File: src/rtl/modmapper_sipo.sv
// Uplink TX modulation mapper: gathers Qm serial scrambled bits per symbol and
// emits one registered signed I/Q sample per symbol (QPSK or 16-QAM).
module modmapper_sipo #(
    parameter int DATA_WIDTH = 16,
    parameter int LEN_WIDTH  = 12,
    parameter int AMP_QPSK   = 5793,
    parameter int AMP_QAM_LO = 2591,
    parameter int AMP_QAM_HI = 7772
) (
    input  logic                  i_clk,
    input  logic                  i_rst,
    input  logic                  i_start,
    input  logic [2:0]            i_Qm,
    input  logic [LEN_WIDTH-1:0]  i_n_sym,
    input  logic                  i_din,
    input  logic                  i_valid,
    output logic [DATA_WIDTH-1:0] o_I,
    output logic [DATA_WIDTH-1:0] o_Q,
    output logic                  o_valid,
    output logic                  o_done,
    output logic                  o_busy,
    output logic                  o_err
);

    localparam logic [0:0] ST_IDLE    = 1'b0;
    localparam logic [0:0] ST_COLLECT = 1'b1;

    localparam logic signed [DATA_WIDTH-1:0] AMP_Q  = DATA_WIDTH'(AMP_QPSK);
    localparam logic signed [DATA_WIDTH-1:0] AMP_LO = DATA_WIDTH'(AMP_QAM_LO);
    localparam logic signed [DATA_WIDTH-1:0] AMP_HI = DATA_WIDTH'(AMP_QAM_HI);

    logic [0:0]           state;
    logic                 qam_r;      // 1: 16-QAM (4 bits/symbol), 0: QPSK
    logic [LEN_WIDTH-1:0] n_sym_r;
    logic [LEN_WIDTH-1:0] sym_cnt;
    logic [1:0]           bit_cnt;
    logic [3:0]           bits_r;

    logic                        qm_legal;
    logic                        last_bit;
    logic                        last_sym;
    logic [3:0]                  bits_next;
    logic signed [DATA_WIDTH-1:0] mag_i;
    logic signed [DATA_WIDTH-1:0] mag_q;
    logic signed [DATA_WIDTH-1:0] map_i;
    logic signed [DATA_WIDTH-1:0] map_q;

    assign qm_legal = (i_Qm == 3'd2) || (i_Qm == 3'd4);
    assign last_bit = qam_r ? (bit_cnt == 2'd3) : (bit_cnt == 2'd1);
    assign last_sym = (sym_cnt == n_sym_r - LEN_WIDTH'(1));
    assign o_busy   = (state == ST_COLLECT);

    // The bit arriving this cycle completes the symbol, so map from the
    // register contents with that bit already merged in.
    always_comb begin
        // NOTE: every always_comb output gets a default first so no path can infer a latch.
        bits_next          = bits_r;
        bits_next[bit_cnt] = i_din;

        if (qam_r) begin
            mag_i = bits_next[2] ? AMP_HI : AMP_LO;
            mag_q = bits_next[3] ? AMP_HI : AMP_LO;
        end else begin
            mag_i = AMP_Q;
            mag_q = AMP_Q;
        end

        map_i = bits_next[0] ? -mag_i : mag_i;
        map_q = bits_next[1] ? -mag_q : mag_q;
    end

    always_ff @(posedge i_clk) begin
        // NOTE: sequential state uses non-blocking assignments only, so every register samples pre-edge values.
        if (i_rst) begin
            state   <= ST_IDLE;
            qam_r   <= 1'b0;
            n_sym_r <= '0;
            sym_cnt <= '0;
            bit_cnt <= '0;
            bits_r  <= '0;
            o_I     <= '0;
            o_Q     <= '0;
            o_valid <= 1'b0;
            o_done  <= 1'b0;
            o_err   <= 1'b0;
        end else begin
            o_valid <= 1'b0;
            o_done  <= 1'b0;
            o_err   <= 1'b0;

            if (i_start) begin
                // Any start aborts the running frame; partial symbol is dropped.
                sym_cnt <= '0;
                bit_cnt <= '0;
                if (!qm_legal) begin
                    state <= ST_IDLE;
                    o_err <= 1'b1;
                end else if (i_n_sym == '0) begin
                    state  <= ST_IDLE;
                    o_done <= 1'b1;
                end else begin
                    state   <= ST_COLLECT;
                    qam_r   <= (i_Qm == 3'd4);
                    n_sym_r <= i_n_sym;
                    if (i_valid) begin
                        bits_r[0] <= i_din;
                        bit_cnt   <= 2'd1;
                    end
                end
            end else if (state == ST_COLLECT && i_valid) begin
                bits_r[bit_cnt] <= i_din;
                if (last_bit) begin
                    o_I     <= map_i;
                    o_Q     <= map_q;
                    o_valid <= 1'b1;
                    bit_cnt <= '0;
                    sym_cnt <= sym_cnt + LEN_WIDTH'(1);
                    if (last_sym) begin
                        o_done <= 1'b1;
                        state  <= ST_IDLE;
                    end
                end else begin
                    bit_cnt <= bit_cnt + 2'd1;
                end
            end
        end
    end

endmodule

File: config.mk
export PLATFORM = sky130hd
export DESIGN_NAME = modmapper_sipo
export DESIGN_NICKNAME = d
export VERILOG_FILES = /design/src/rtl/modmapper_sipo.sv
export SDC_FILE = /design/constraint.sdc
export NUM_CORES = 1
export LEC_CHECK = 0
export ABC_AREA = 1
export BUFFER_PORTS_ARGS = -buffer_cell sky130_fd_sc_hd__buf_4
export CAP_MARGIN = 20
export CORE_ASPECT_RATIO = 0.75
export CORE_MARGIN = 1.5
export CORE_UTILIZATION = 50
export DETAILED_ROUTE_END_ITERATION = 16
export HOLD_SLACK_MARGIN = 0.03
export PLACE_DENSITY = 0.77
export SYNTH_ARGS = -nofsm -noshare
export SYNTH_HDL_FRONTEND = slang
export SYNTH_SLANG_ARGS = --single-unit
File: constraint.sdc
create_clock -name i_clk -period 2.1 [get_ports i_clk]
set_input_delay 0.21 -clock i_clk [delete_from_list [all_inputs] [get_ports i_clk]]
set_output_delay 0.21 -clock i_clk [all_outputs]
set_load 0.05 [all_outputs]
# Word-level counts from Yosys, hierarchy flattened
# Cells that the tools add are included.
classes:
  bitwise_logic: 3
  reduce_logical: 16
  add_sub_neg: 5
  magnitude_cmp: 2
  eq_ne: 8
  mux: 35
op_table:
  columns: ["op", "count"]
  rows:
  - ["two-way mux 16 bit", 3]
  - ["two-way mux 13 bit", 3]
  - ["negator 16 bit", 2]
  - ["two-way mux 1 bit", 24]
  - ["adder 12 x 1 -> 12 bit (second input constant)", 1]
  - ["== test 12 bit", 1]
  - ["logical NOT 12 bit", 1]
  - ["subtractor 12 x 1 -> 12 bit (second input constant)", 1]
  - ["AND reduction 3 bit", 3]
  - ["two-way mux 2 bit", 3]
  - ["nonzero test 2 bit", 3]
  - ["bitwise mux 4 bit", 1]
  - ["!= test 2 x 1 -> 1 bit (second input constant)", 2]
  - ["AND reduction 2 bit", 2]
  - ["AND reduction 4 bit", 1]
  - ["OR reduction 2 bit", 2]
  - ["== test 3 x 2 -> 1 bit (second input constant)", 1]
  - ["== test 3 bit (second input constant)", 1]
  - ["less-than comparator 2 x 3 -> 1 bit (second input constant)", 1]
  - ["inverter 1 bit", 3]
  - ["OR reduction 3 bit", 1]
  - ["adder 2 x 1 -> 2 bit (second input constant)", 1]
  - ["demux 1 bit (select 2 bit)", 1]
  - ["== test 2 x 1 -> 1 bit (second input constant)", 1]
  - ["5 further kinds", 6]
totals:
  input_bits: 20
  output_inout_bits: 36
  register_bits: 67
  elab_cells: 81

# Depth between registers and ports, before layout
logic_depth:
  depth_word: 9
  depth_mapped: 14

# Least setup slack after synthesis
# Ideal clock, no wire load.
synth_path:
  path_kind: "reg2reg"
  start: "register state, in the netlist o_busy"
  end: "register sym_cnt[7]"
  path_stages_with_launch: 9
  path_buffers: 1
  path_slack_ns: 0.393
  t_arrival_ns: 1.588
  setup_ns: 0.119
  cell_sequence: "dfxtp_1 nand2_1 nor2_4 buf_6 nand2_1 nor3_2 inv_1 o21ai_0 a21oi_1"
synth_via:
  elab_chain_cells: 2
synth_rtl:
  columns: ["item", "line", "rtl"]
  rows:
  - ["start, declared", "32", "logic [0:0] state;"]
  - ["start signal, assigned", "75", "state <= ST_IDLE;"]
  - ["start signal, assigned", "96", "state <= ST_IDLE;"]
  - ["start signal, assigned", "99", "state <= ST_IDLE;"]
  - ["logical AND 1 bit", "110", "end else if (state == ST_COLLECT && i_valid) begin"]
  - ["AND reduction 2 bit (no source line)", null, null]
  - ["end signal, assigned", "117", "sym_cnt <= sym_cnt + LEN_WIDTH'(1);"]
  - ["end, declared", "35", "logic [LEN_WIDTH-1:0] sym_cnt;"]
# No other way between the ends.
# A chain may end at the register's enable or synchronous reset.

# Final worst setup path
layout_path:
  start: "register bit_cnt[1]"
  end: "register o_Q[6]"
layout_via:
  elab_chain_cells: 9
  elab_cells_between_ends: 14
  cone_classes: "add/sub (1); order compare (2); eq/ne (2); mux (7); reduce/logical (2)"
layout_rtl:
  columns: ["item", "line", "rtl"]
  rows:
  - ["start, declared", "36", "logic [1:0] bit_cnt;"]
  - ["start signal, assigned", "123", "bit_cnt <= bit_cnt + 2'd1;"]
  - ["less-than comparator 2 x 3 -> 1 bit (implied by the code) / greater-or-equal comparator 2 x 1 -> 1 bit (equally long branches)", "58", "bits_next[bit_cnt] = i_din;"]
  - ["logical AND 1 bit (implied by the code)", "58", null]
  - ["two-way mux 1 bit (implied by the code)", "58", null]
  - ["demux 1 bit (select 2 bit)", "58", null]
  - ["bitwise mux 4 bit", "58", null]
  - ["two-way mux 13 bit", "62", "mag_q = bits_next[3] ? AMP_HI : AMP_LO;"]
  - ["two-way mux 13 bit", "60", "if (qam_r) begin"]
  - ["negator 16 bit", "69", "map_q = bits_next[1] ? -mag_q : mag_q;"]
  - ["two-way mux 16 bit", "69", null]
  - ["end signal, assigned", "114", "o_Q <= map_q;"]
  - ["end, declared", "18", "output logic [DATA_WIDTH-1:0] o_Q,"]
# Parallel ways exist; a longest one is shown, timed or not.

==> impl_metrics.tcl <==
set metrics [dict create \
    outcome "finished clean" \
    ys_warn_count 0 \
    n_antenna_cell 0 \
    clk_latency_ns 0.35 \
    slew_headroom_pct 63.4 \
    power_frac_clock_pct 41.6 \
    cts-root-buf "clkbuf_8" \
    cp_max_fo 24 \
    p_leak_nw 1.63 \
    drive_gt1_share_pct 18.7 \
    io_pins 56 \
    ys_ff_latch 59 \
    synth_nets 463 \
    cts_sinks 59 \
    timing.hold.ws_ns 0.124 \
    die_area_um2 6530 \
    power-per-cell-area_nw_per_um2 697 \
    track_usage_pct 24.0 \
    p_switching_mw 0.703 \
    syn_avg_cell_area_um2 6.93 \
    wl_per_cell_um 13.2 \
    startpoint_type "flop" \
    worstPathArrival_ns 2.21 \
    cts_resized 0 \
    maxCapViolCount 0 \
    grt_pass1_vias 2625 \
    seq_area_frac_synth_pct 39.0 \
    grt_pass1_wl_um 12200 \
    swShare_pct 27.7 \
    vias 2946 \
    drtPass1Iterations 5 \
    synth_edf_count 0 \
    clk_pin_slew_ns 0.07 \
    ctsHoldBuffers 0 \
    coreArea_um2 5830 \
    grt_max_degree 25 \
    fin_crit_sh_pct 91.2 \
    hp-class "in2reg" \
    fmax_ghz 0.522 \
    die_y_um 70.4 \
    totalWireLength_um 7530 \
    initial_utilization_pct 52.0 \
    finalNonFillerCells 570 \
    worst_slew_pin_slew_ns 0.548 \
    final_cell_mix "nand2_1 (89), nor2_1 (70), dfxtp_1 (59), buf_4 (59), inv_1 (48)" \
    cp_data_required_time_ns 2.39 \
    worstSetupPathType "reg2reg" \
    hold_viol_final 0 \
    vdd_ir_drop_max_v 0.000530 \
    async_flop_share_pct 0 \
    first_iter_violations 172 \
    seqPwrFrac_pct 45.4 \
    final_common_cell "nand2_1" \
    io_buffers 55 \
    clock_path_buffers 2 \
    gp_congestion 0.911 \
    antenna_found_initial 0 \
    endpoint_kind "flop" \
    slew_violations 0 \
    finClkSkew_ns 0.00875 \
    avgViaCountPerCell 5.17 \
    finalSetupViolations 0 \
    grt_overflow_total 0 \
    synthCells 437 \
    synthesis.area_um2 3030 \
    htreeDepth 3 \
    fin_crit_ns 1.92 \
    total_power_mw 2.54 \
    internal_power_mw 1.84 \
    netlist.area_leader.share_pct 39.0 \
    ant_nets 0 \
    synth.top_cells.by_area "dfxtp_1 (39%), nand2_1 (11%), nor2_1 (8.7%)" \
    rows 24 \
    cts_setup_buffers 0 \
    pwr-share-comb_pct 13.0 \
    synth_cell_types 34 \
    finish.instance_area_um2 3640 \
    drc_errors 0 \
    finalNetCount 513 \
    area_growth_pct 20.3 \
    cts_buffers 9 \
    ys.flop_type "dfxtp_1" \
    cts_tree "done" \
    rsz0062_at_grt "no" \
    die_w_um 92.8 \
    dp.cells 554 \
    place_area_um2 3430 \
    finalSetupTns_ns 0 \
    synth_largest_area_cell "dfxtp_1" \
    hpwl_um 5570 \
    reg2reg_slack_ns 0.18 \
]
[worst max-delay path: stages, from the launching register on]
cell	delay, ns
dfxtp_1	0.42
inv_1	0.11
nand2_1	0.08
nand3_2	0.10
nor2_4	0.26
nand2_4	0.19
clkinv_2	0.28
nand2_1	0.13
a21oi_1	0.16
o21a_1	0.12
[power groups by stage]
| stage | registers [mW] | clock network, mW | logic, mW |
|---|---|---|---|
| final | 1.15 | 1.06 | 0.329 |
| after CTS | 1.15 | 1.07 | 0.323 |
| after global placement | 1.18 | 0 | 0.315 |
| after global routing | 1.16 | 1.12 | 0.367 |
| after detailed placement | 1.18 | 0 | 0.321 |
| after floorplan | 1.19 | 0 | 0.216 |
[registers in the layout, summed over array words and instances (netlist names), 2 cells and up]
signal	flops
n_sym_r	12
o_Q	12
bits_r	4
bit_cnt	2
sym_cnt	12
o_I	12
[metrics by stage]
step,setup WS (ns),utilization [%]
global route,0.0228,62.5
detailed placement,0.164,59.0
CTS,0.140,62.4
floorplan,0.393,-
finish,0.185,62.5
global placement,0.175,59.0
[layer usage]
layer | wire [µm] | up-vias | GRT usage, %
li1 | - | 1493 | -
met1 | 3750 | 1360 | 33.4
met2 | 3360 | 87 | 36.3
met3 | 352 | 6 | 7.19
met4 | 63 | 0 | 6.06
met5 | 0 | - | 0
[Yosys cell counts, types with 6 or more instances]
library cell,n
nand3_1,20
o21ai_0,32
ha_1,6
nand2_1,89
inv_1,48
clkbuf_1,7
nor2_2,6
nor2_1,70
xnor2_1,6
buf_4,9
a21oi_1,38
nor3_1,7
dfxtp_1,59
nand4_1,8
[layout make-up]
class / count / area (µm²)
flip-flops and latches: 59 / 1180
multi-input cells: 308 / 1530
repair buffers: 59 / 443
fillers: 523 / 2180
clock buffers: 10 / 138
well taps: 78 / 97.6
inverters: 50 / 189
clock inverters: 6 / 65.1
[path summary, 6_finish.rpt]
check                           startpoint         end  cells after the start
worst max-delay path            bit_cnt[1]      o_Q[6]                      9
worst min register to register      o_I[1]      o_I[1]                      2
worst max register to register  bit_cnt[1]      o_Q[6]                      9
worst min-delay path            i_n_sym[4]  n_sym_r[4]                      3
[logic make-up after synthesis]
group,synth area share [%]
flops,39.0
fa+ha+maj,2.48
buf+inv,10.6
simple gates,29.8
compound gates,14.4
xor+xnor,3.64
No activity file was read; power rests on OpenSTA's default activity.
